[src/rtl/uart_tx_stream_pkg.sv]
// Shared definitions for the UART transmit path: shifter state encoding and counter sizing.
// UART_TX_PARITY_EN adds the PARITY state to the encoding.
package uart_tx_stream_pkg;

`ifdef UART_TX_PARITY_EN
  typedef enum logic [2:0] {
    ST_IDLE   = 3'd0,
    ST_START  = 3'd1,
    ST_DATA   = 3'd2,
    ST_PARITY = 3'd3,
    ST_STOP   = 3'd4
  } tx_state_e;
`else
  typedef enum logic [2:0] {
    ST_IDLE  = 3'd0,
    ST_START = 3'd1,
    ST_DATA  = 3'd2,
    ST_STOP  = 3'd4
  } tx_state_e;
`endif

  // Smallest width that can hold the values 0..value-1.
  function automatic int unsigned clog2(input int unsigned value);
    int unsigned width;
    width = 0;
    for (int i = 0; i < 32; i++) begin
      if ((64'd1 << i) < 64'(value)) width = i + 1;
    end
    return width;
  endfunction

endpackage

[src/rtl/uart_baud_tick.sv]
// Bit-period counter: counts 0..DIV-1, pulses tick_o on DIV-1, and holds at 0 while restart_i is high.
module uart_baud_tick
  import uart_tx_stream_pkg::*;
#(
  parameter int unsigned DIV = 434
) (
  input  logic clk,
  input  logic rst,
  input  logic restart_i,
  output logic tick_o
);

  localparam int unsigned W = clog2(DIV);
  localparam logic [W-1:0] LAST = W'(DIV - 1);

  logic [W-1:0] cnt_q;

  assign tick_o = (cnt_q == LAST);

  // NOTE: sequential state is written with non-blocking assignments only, so every
  // register samples the pre-edge values of the others regardless of block ordering.
  always_ff @(posedge clk) begin
    if (rst || restart_i) cnt_q <= '0;
    else if (tick_o)      cnt_q <= '0;
    else                  cnt_q <= cnt_q + W'(1);
  end

endmodule

[src/rtl/uart_tx_stream.sv]
// Byte-stream to UART serialiser: one-byte holding register feeding a shift FSM, frames back to back.
// Define UART_TX_PARITY_EN to append an even-parity bit between the data bits and the stop bit(s).
module uart_tx_stream
  import uart_tx_stream_pkg::*;
#(
  parameter int unsigned CLK_FREQ  = 50_000_000,
  parameter int unsigned BAUD_RATE = 115200,
  parameter int unsigned STOP_BITS = 1
) (
  input  logic       clk,
  input  logic       rst,
  input  logic [7:0] data,
  input  logic       valid,
  output logic       require,
  output logic       txd,
  output logic       busy
);

  localparam int unsigned DIV       = CLK_FREQ / BAUD_RATE;
  localparam logic        STOP_LAST = 1'(STOP_BITS - 1);

  logic       hold_full_q, hold_full_d;
  logic [7:0] hold_data_q, hold_data_d;
  tx_state_e  state_q;
  logic [7:0] shift_q;
  logic [2:0] bit_idx_q;
  logic       stop_cnt_q;
  logic       txd_q;
  logic       tick, baud_restart, frame_end, load;
`ifdef UART_TX_PARITY_EN
  logic       parity_q;
`endif

  assign require      = valid & ~hold_full_q & ~rst;
  assign frame_end    = (state_q == ST_STOP) & tick & (stop_cnt_q == STOP_LAST);
  assign load         = hold_full_q & ((state_q == ST_IDLE) | frame_end);
  assign baud_restart = (state_q == ST_IDLE);
  assign txd          = txd_q;
  assign busy         = (state_q != ST_IDLE) | hold_full_q;

  // NOTE: every always_comb output gets a default first, so no path can infer a latch.
  always_comb begin
    hold_full_d = hold_full_q;
    hold_data_d = hold_data_q;
    if (require) begin
      hold_full_d = 1'b1;
      hold_data_d = data;
    end else if (load) begin
      hold_full_d = 1'b0;
    end
  end

  always_ff @(posedge clk) begin
    if (rst) hold_full_q <= 1'b0;
    else     hold_full_q <= hold_full_d;
  end

  // NOTE: payload registers carry no reset; their contents are only used once a
  // valid flag or FSM state that is reset says they are meaningful.
  always_ff @(posedge clk) begin
    hold_data_q <= hold_data_d;
    if (load) begin
      shift_q  <= hold_data_q;
`ifdef UART_TX_PARITY_EN
      parity_q <= ^hold_data_q;
`endif
    end else if (state_q == ST_DATA && tick) begin
      shift_q <= shift_q >> 1;
    end
  end

  uart_baud_tick #(.DIV(DIV)) u_baud (
    .clk      (clk),
    .rst      (rst),
    .restart_i(baud_restart),
    .tick_o   (tick)
  );

  always_ff @(posedge clk) begin
    if (rst) begin
      state_q    <= ST_IDLE;
      txd_q      <= 1'b1;
      bit_idx_q  <= 3'd0;
      stop_cnt_q <= 1'b0;
    end else begin
      case (state_q)
        ST_IDLE: if (load) begin
          state_q <= ST_START;
          txd_q   <= 1'b0;
        end
        ST_START: if (tick) begin
          state_q   <= ST_DATA;
          txd_q     <= shift_q[0];
          bit_idx_q <= 3'd0;
        end
        ST_DATA: if (tick) begin
          if (bit_idx_q == 3'd7) begin
`ifdef UART_TX_PARITY_EN
            state_q    <= ST_PARITY;
            txd_q      <= parity_q;
`else
            state_q    <= ST_STOP;
            txd_q      <= 1'b1;
            stop_cnt_q <= 1'b0;
`endif
          end else begin
            bit_idx_q <= bit_idx_q + 3'd1;
            txd_q     <= shift_q[1];
          end
        end
`ifdef UART_TX_PARITY_EN
        ST_PARITY: if (tick) begin
          state_q    <= ST_STOP;
          txd_q      <= 1'b1;
          stop_cnt_q <= 1'b0;
        end
`endif
        ST_STOP: if (tick) begin
          if (stop_cnt_q == STOP_LAST) begin
            stop_cnt_q <= 1'b0;
            // A queued byte starts on the very next bit period: no idle gap.
            if (hold_full_q) begin
              state_q <= ST_START;
              txd_q   <= 1'b0;
            end else begin
              state_q <= ST_IDLE;
            end
          end else begin
            stop_cnt_q <= stop_cnt_q + 1'b1;
          end
        end
        default: begin
          state_q <= ST_IDLE;
          txd_q   <= 1'b1;
        end
      endcase
    end
  end

endmodule

[config.mk]
export PLATFORM = sky130hd
export DESIGN_NAME = uart_tx_stream
export DESIGN_NICKNAME = d
export VERILOG_FILES = /design/src/rtl/uart_tx_stream_pkg.sv /design/src/rtl/uart_baud_tick.sv /design/src/rtl/uart_tx_stream.sv
export SDC_FILE = /design/constraint.sdc
export NUM_CORES = 1
export LEC_CHECK = 0
export CORE_UTILIZATION = 30
export CTS_CLUSTER_DIAMETER = 80
export CTS_CLUSTER_SIZE = 20
export DETAILED_ROUTE_END_ITERATION = 7
export PLACE_DENSITY = 0.49
export SETUP_SLACK_MARGIN = 0.4
export SLEW_MARGIN = 0
export SYNTH_ARGS = -nofsm -noshare
export SYNTH_HDL_FRONTEND = slang
export SYNTH_SLANG_ARGS = --single-unit
[constraint.sdc]
create_clock -name clk -period 1.8 [get_ports clk]
set_input_delay 0.45 -clock clk [delete_from_list [all_inputs] [get_ports clk]]
set_output_delay 0.45 -clock clk [all_outputs]
set_load 0.1 [all_outputs]
---- Yosys cells after proc, flatten, opt, wreduce, memory -nomap -nowiden ----
Index checks and enable logic that the tools add are counted.
Widths: inputs -> output; s select.
operators by class
  add/subtract/negate cells ............... 3
  multiplexer cells ....................... 28
  reductions and logical operators ........ 13
  equality and inequality tests ........... 13
  bitwise gates (word level) .............. 10
operator list
  operator             count
  $mux 3               9
  $mux 8               2
  $ne 2x2->1 const B   7
  $mux 1               13
  $pmux 3 s4           1
  $reduce_and 6->1     2
  $add 9x1->9 const B  1
  $eq 9x9->1 const B   1
  $reduce_and 4->1     2
  $reduce_bool 2->1    4
  $eq 3x3->1 const B   2
  $pmux 3 s2           1
  $and 1x1->1          5
  $pmux 1 s4           1
  $add 3x1->3 const B  1
  $eq 3x1->1 const B   1
  $eq 3x2->1 const B   1
  $logic_not 3->1      1
  $not 1->1            3
  $reduce_bool 3->1    1
  $ne 2x1->1 const B   1
  $or 1x1->1           2
  $pmux 1 s2           1
  $reduce_or 2->1      1
  3 further kinds      3
storage, ports and cells
  logic and storage cells ................. 75
  flip-flop bits (word level) ............. 34
  input bits .............................. 11
  output and inout port bits .............. 3

---- Depth between registers and ports, before layout ----
  word-level depth ........................ 7
  gate-level depth with buffers ........... 8
  mapped depth without buffers ............ 6

---- Hierarchy ----
A second synthesis with hierarchy kept.
unflattened totals
  cells, all modules ...................... 128
  area total of the unflattened synthesis .. 1490.2 um2
modules (own cells, without submodules)
  module          area an instance (um2)  cells each  times used  seq. area each (um2)
  uart_tx_stream  1076.0                  82          1           640.6
  uart_baud_tick  414.1                   46          1           180.2

---- Least setup slack after synthesis ----
OpenSTA, ideal clock, no wires.
  path kind ............................... input-to-reg
  from .................................... input rst
  to ...................................... register hold_data_q[0], enable pin
  setup slack ............................. -2.119 ns
  library setup time ...................... 0.486 ns
  path buffers ............................ 1
  cell stages on the path ................. 2
  data required time ...................... 1.314 ns
  data arrival time ....................... 3.433 ns
  cell sequence ........................... clkbuf_1 > nor3b_1
on the way
  word-level cells in the longest chain between the ends .. 2
RTL lines
  what                  RTL line              source
  from (decl)           uart_tx_stream.sv:11  input logic rst,
  $not 1->1             uart_tx_stream.sv:34  assign require = valid & ~hold_full_q & ~rst;
  $and 1x1->1           uart_tx_stream.sv:34
  via require           uart_tx_stream.sv:14  output logic require,
  to (signal assigned)  uart_tx_stream.sv:61  hold_data_q <= hold_data_d;
  to (decl)             uart_tx_stream.sv:23  logic [7:0] hold_data_q, hold_data_d;
The timed path passes the listed nets, and every way through them passes these cells.
A chain may end at the register's enable or synchronous reset.

---- Final worst setup path ----
  from .................................... register u_baud.cnt_q[1]
  to ...................................... register shift_q[0], data pin
on the way
  word-level cells in the longest chain between the ends .. 6
RTL lines
  what                      RTL line              source
  from (decl)               uart_baud_tick.sv:16  logic [W-1:0] cnt_q;
  from (signal assigned)    uart_baud_tick.sv:25  else cnt_q <= cnt_q + W'(1);
  $eq 9x9->1                uart_baud_tick.sv:18  assign tick_o = (cnt_q == LAST);
  $and 1x1->1 (2 in a row)  uart_tx_stream.sv:35  assign frame_end = (state_q == ST_STOP) & tick & (stop_cnt_q == STOP_LAST);
  $or 1x1->1                uart_tx_stream.sv:36  assign load = hold_full_q & ((state_q == ST_IDLE) | frame_end);
  $and 1x1->1               uart_tx_stream.sv:36
  $mux 8                    uart_tx_stream.sv:62  if (load) begin
  to (signal assigned)      uart_tx_stream.sv:63  shift_q <= hold_data_q;
  to (signal assigned)      uart_tx_stream.sv:68  shift_q <= shift_q >> 1;
  to (decl)                 uart_tx_stream.sv:25  logic [7:0] shift_q;
Every way passes these cells.

==> metrics.md <==
| Metric | Value |
|---|---|
| Worst relative slew slack | `77.6%` |
| DR vias/cell | `4.90` |
| CP max FO | `9` |
| Antenna Cells | `0` |
| Area growth, synth to finish | `43.9%` |
| TritonCTS clock tree | `done` |
| GP Congestion | `0.794` |
| Setup TNS | `0 ps` |
| CP max stage cell | `dfxtp_2` |
| Hold WC Path Type | `reg -> reg` |
| Slack of the critical path | `28.7 ps` |
| Hold path depth | `1` |
| Grt met3 use | `3.38%` |
| Busiest grt layer | `met2` |
| Final Setup Violations | `0` |
| Row count | `24` |
| Post-Layout Cell Count | `211` |
| Post-synth EDFFs | `16` |
| Netlist Area Pre-Place | `1460 sq um` |
| Clock sinks | `33` |
| Syn Area/Cell | `~12 sq um` |
| Area contributors post-synth | `edfxtp_1, dfxtp_1, mux2_2` |
| GR Util met1 | `16.3%` |
| Fmax | `~560 MHz` |
| Routed len/inst | `13.3 um` |
| Cts hold-fix bufs | `0` |
| Worst Path Required | `1830 ps` |
| Setup CP Type | `reg -> reg` |
| RR Startpoint | `u_baud.cnt_q[1]` |
| Final Critical Period | `1770 ps` |
| Period utilisation layout | `98.4%` |
| CTS root buf | `clkbuf_8` |
| Pleak | `0.000784 uW` |
| Cell taking the most area after synthesis | `edfxtp_1` |
| Detailed Route WL | `roughly 2800 um` |
| R2R Setup Slk | `30 ps` |
| Via count | `1033` |
| Arrival time worst endpoint | `about 1800 ps` |
| Power Internal | `1230 uW` |
| Sequential Power Share | `50.7%` |
| Layout cell share with drive strength beyond 1 | `45.9%` |
| Leading cell types in the layout, fill and taps excluded | `buf_4, nor2_1, edfxtp_1, dfxtp_1` |
| Clk_lat worst skew | `280 ps` |
| Switching Fraction | `26.2%` |
| Die area | `between 5000 and 6000 sq um` |
| Final hold viol count | `0` |
| CP Buf/Inv Count | `2` |
| Async SR Flop Fraction | `0%` |
| Pwr dens | `794 nW/um^2` |
| Hpwl dp | `around 1900 um` |
| Reg2Reg Depth | `7` |
| Syn nets | `between 100 and 150` |
| MaxCap Viol Count | `0` |
| Clk network pwr share | `32.1%` |
| Yosys warning count | `0` |
| CP Depth | `7` |
| H-Tree Level Count | `2` |
| CP cell instances | `inv_2 > ha_4 > and4b_4 > and2_4 > o211ai_4 > buf_12 > mux2_4` |
| Top cell type's share of synthesized area | `33.0%` |
| Main synth FF type | `dfxtp_1` |
| Die Width | `between 70 and 80 um` |
| Worst setup EP type | `flip-flop` |
| FF-to-FF End | `shift_q[0]` |
| Hold_sp | `u_baud.cnt_q[0]` |
| DR pass1 iterations | `4` |
| Switching pwr | `about 440 uW` |
| Largest net degree at the start of global routing | `12` |
| First-pass GRT wire length | `between 4000 and 5000 um` |
| Max VDD drop | `0.553 mV` |
| CP Launch Type | `flip-flop` |
| Iter 0 DRT Violations | `52` |
| Overflow after GRT | `0` |
| Status | `completed` |
| RSZ-0062 raised after global routing | `true` |
| Post-synth cell types | `38` |
| Clock skew | `between 4 and 5 ps` |
| Initial core utilization | `32.4%` |
| Post-Place Worst Slack | `-87.7 ps` |
| GRT Util Overall | `12.3%` |
| Seq/Total Area, Yosys | `between 50% and 60%` |
| I/O pins | `14` |
| CP max stage delay | `340 ps` |
| Chip Height | `71.7 um` |
| Placeable core area | `4500 sq um` |
| Comb power frac | `17.2%` |
| Clk buf depth | `2` |
| Final Slew Violations | `0` |
| Nets | `173` |
| Clock slew at reported path FFs | `70 ps` |
| Synthesized flop and latch total | `33` |
| IO buf count | `13` |
| Vias in the first global route | `1009` |
| Most common cell after layout, fill and taps aside | `buf_4` |
| Gate Count Post-Synth | `122` |
| Placed cell count | `194` |
| WHS Endpoint | `u_baud.cnt_q[0]` |
| Minimum hold slack | `448 ps` |
| CTS Buf Count | `5` |
| Routed Antenna Nets | `0` |
| Met2 Resource Use GR | `18.4%` |
| Initial antenna violation count | `0` |
| Drc violations | `0` |
| CP delay by family, top | `flip-flops` |
| Slew @ Worst Pin | `336 ps` |
routing by layer:
| layer | vias to the layer above | wire length [um] |
|---|---|---|
| met5 | - | 0 |
| met4 | 0 | 31 |
| met3 | 5 | 84 |
| met2 | 13 | 1320 |
| met1 | 498 | 1380 |
| li1 | 517 | - |
flip-flops by register name, summed over array words and instances, names as in the netlist:
name,cells
state_q,3
bit_idx_q,3
u_baud.cnt_q,9
shift_q,8
hold_full_q,1
txd,1
hold_data_q,8
power groups by stage:
stage	registers [uW]	logic (uW)	clock network [uW]
final	844	286	534
after global routing	848	303	587
after CTS	846	275	562
after detailed placement	862	265	0
after global placement	863	263	0
after floorplan	893	142	0
worst max path at each step:
stage / from / end / slack (ps)
floorplan: rst / require / -280
global placement: rst / require / -80
detailed placement: rst / require / -90
CTS: u_baud.cnt_q[1] / shift_q[0] / 20
global route: u_baud.cnt_q[1] / shift_q[4] / -40
finish: u_baud.cnt_q[1] / shift_q[0] / 30
kinds of logic after synthesis:
group / count (synthesis) / share of synthesized area [%]
AOI/OAI and AO/OA: 20 / 11.2
xor gates and xnor gates: 7 / 4.21
adders and majority gates: 4 / 3.43
buffers and inverters: 9 / 3.95
DFF: 33 / 56.3
muxes: 8 / 6.18
and+or+nand+nor: 41 / 14.8
through the flow:
stage | total power, uW | cell area (sq um) | utilization (%)
after global placement | 1130 | 1830 | 40.6
final | 1660 | 2100 | 46.6
after detailed placement | 1130 | 1830 | 40.6
after CTS | 1680 | 2020 | 44.8
after global routing | 1740 | 2100 | 46.6
after floorplan | 1030 | 1570 | -
area by class of cell:
type / count / area [sq um]
Clock inverter: 3 / 17.5
Fill cell: 408 / 2410
Multi-Input combinational cell: 80 / 754
Clock buffer: 5 / 68.8
Sequential cell: 33 / 836
Tap cell: 52 / 65.1
Timing Repair Buffer: 35 / 344
Inverter: 3 / 11.3
cell usage after synthesis (2+ instances only):
| cell type | count |
|---|---|
| buf_4 | 2 |
| xor2_1 | 2 |
| buf_6 | 2 |
| a22o_1 | 3 |
| edfxtp_1 | 16 |
| inv_1 | 3 |
| ha_1 | 4 |
| o32ai_1 | 2 |
| o21ai_0 | 3 |
| xnor2_1 | 5 |
| nand3_1 | 3 |
| nand2b_1 | 2 |
| and3_1 | 2 |
| nor2_1 | 18 |
| a21oi_1 | 4 |
| mux2_2 | 8 |
| nand2_1 | 3 |
| nor3_1 | 4 |
| dfxtp_1 | 17 |
what timing repair did:
item | 4_1_cts | 5_1_grt
pin swaps | 6 | 9
gates resized for setup | 21 | 14
endpoints found under the hold margin | 0 | 0
buffers inserted | 3 | 6
setup endpoints to repair | 42 | 35
No activity file was read; power rests on OpenSTA's default activity.
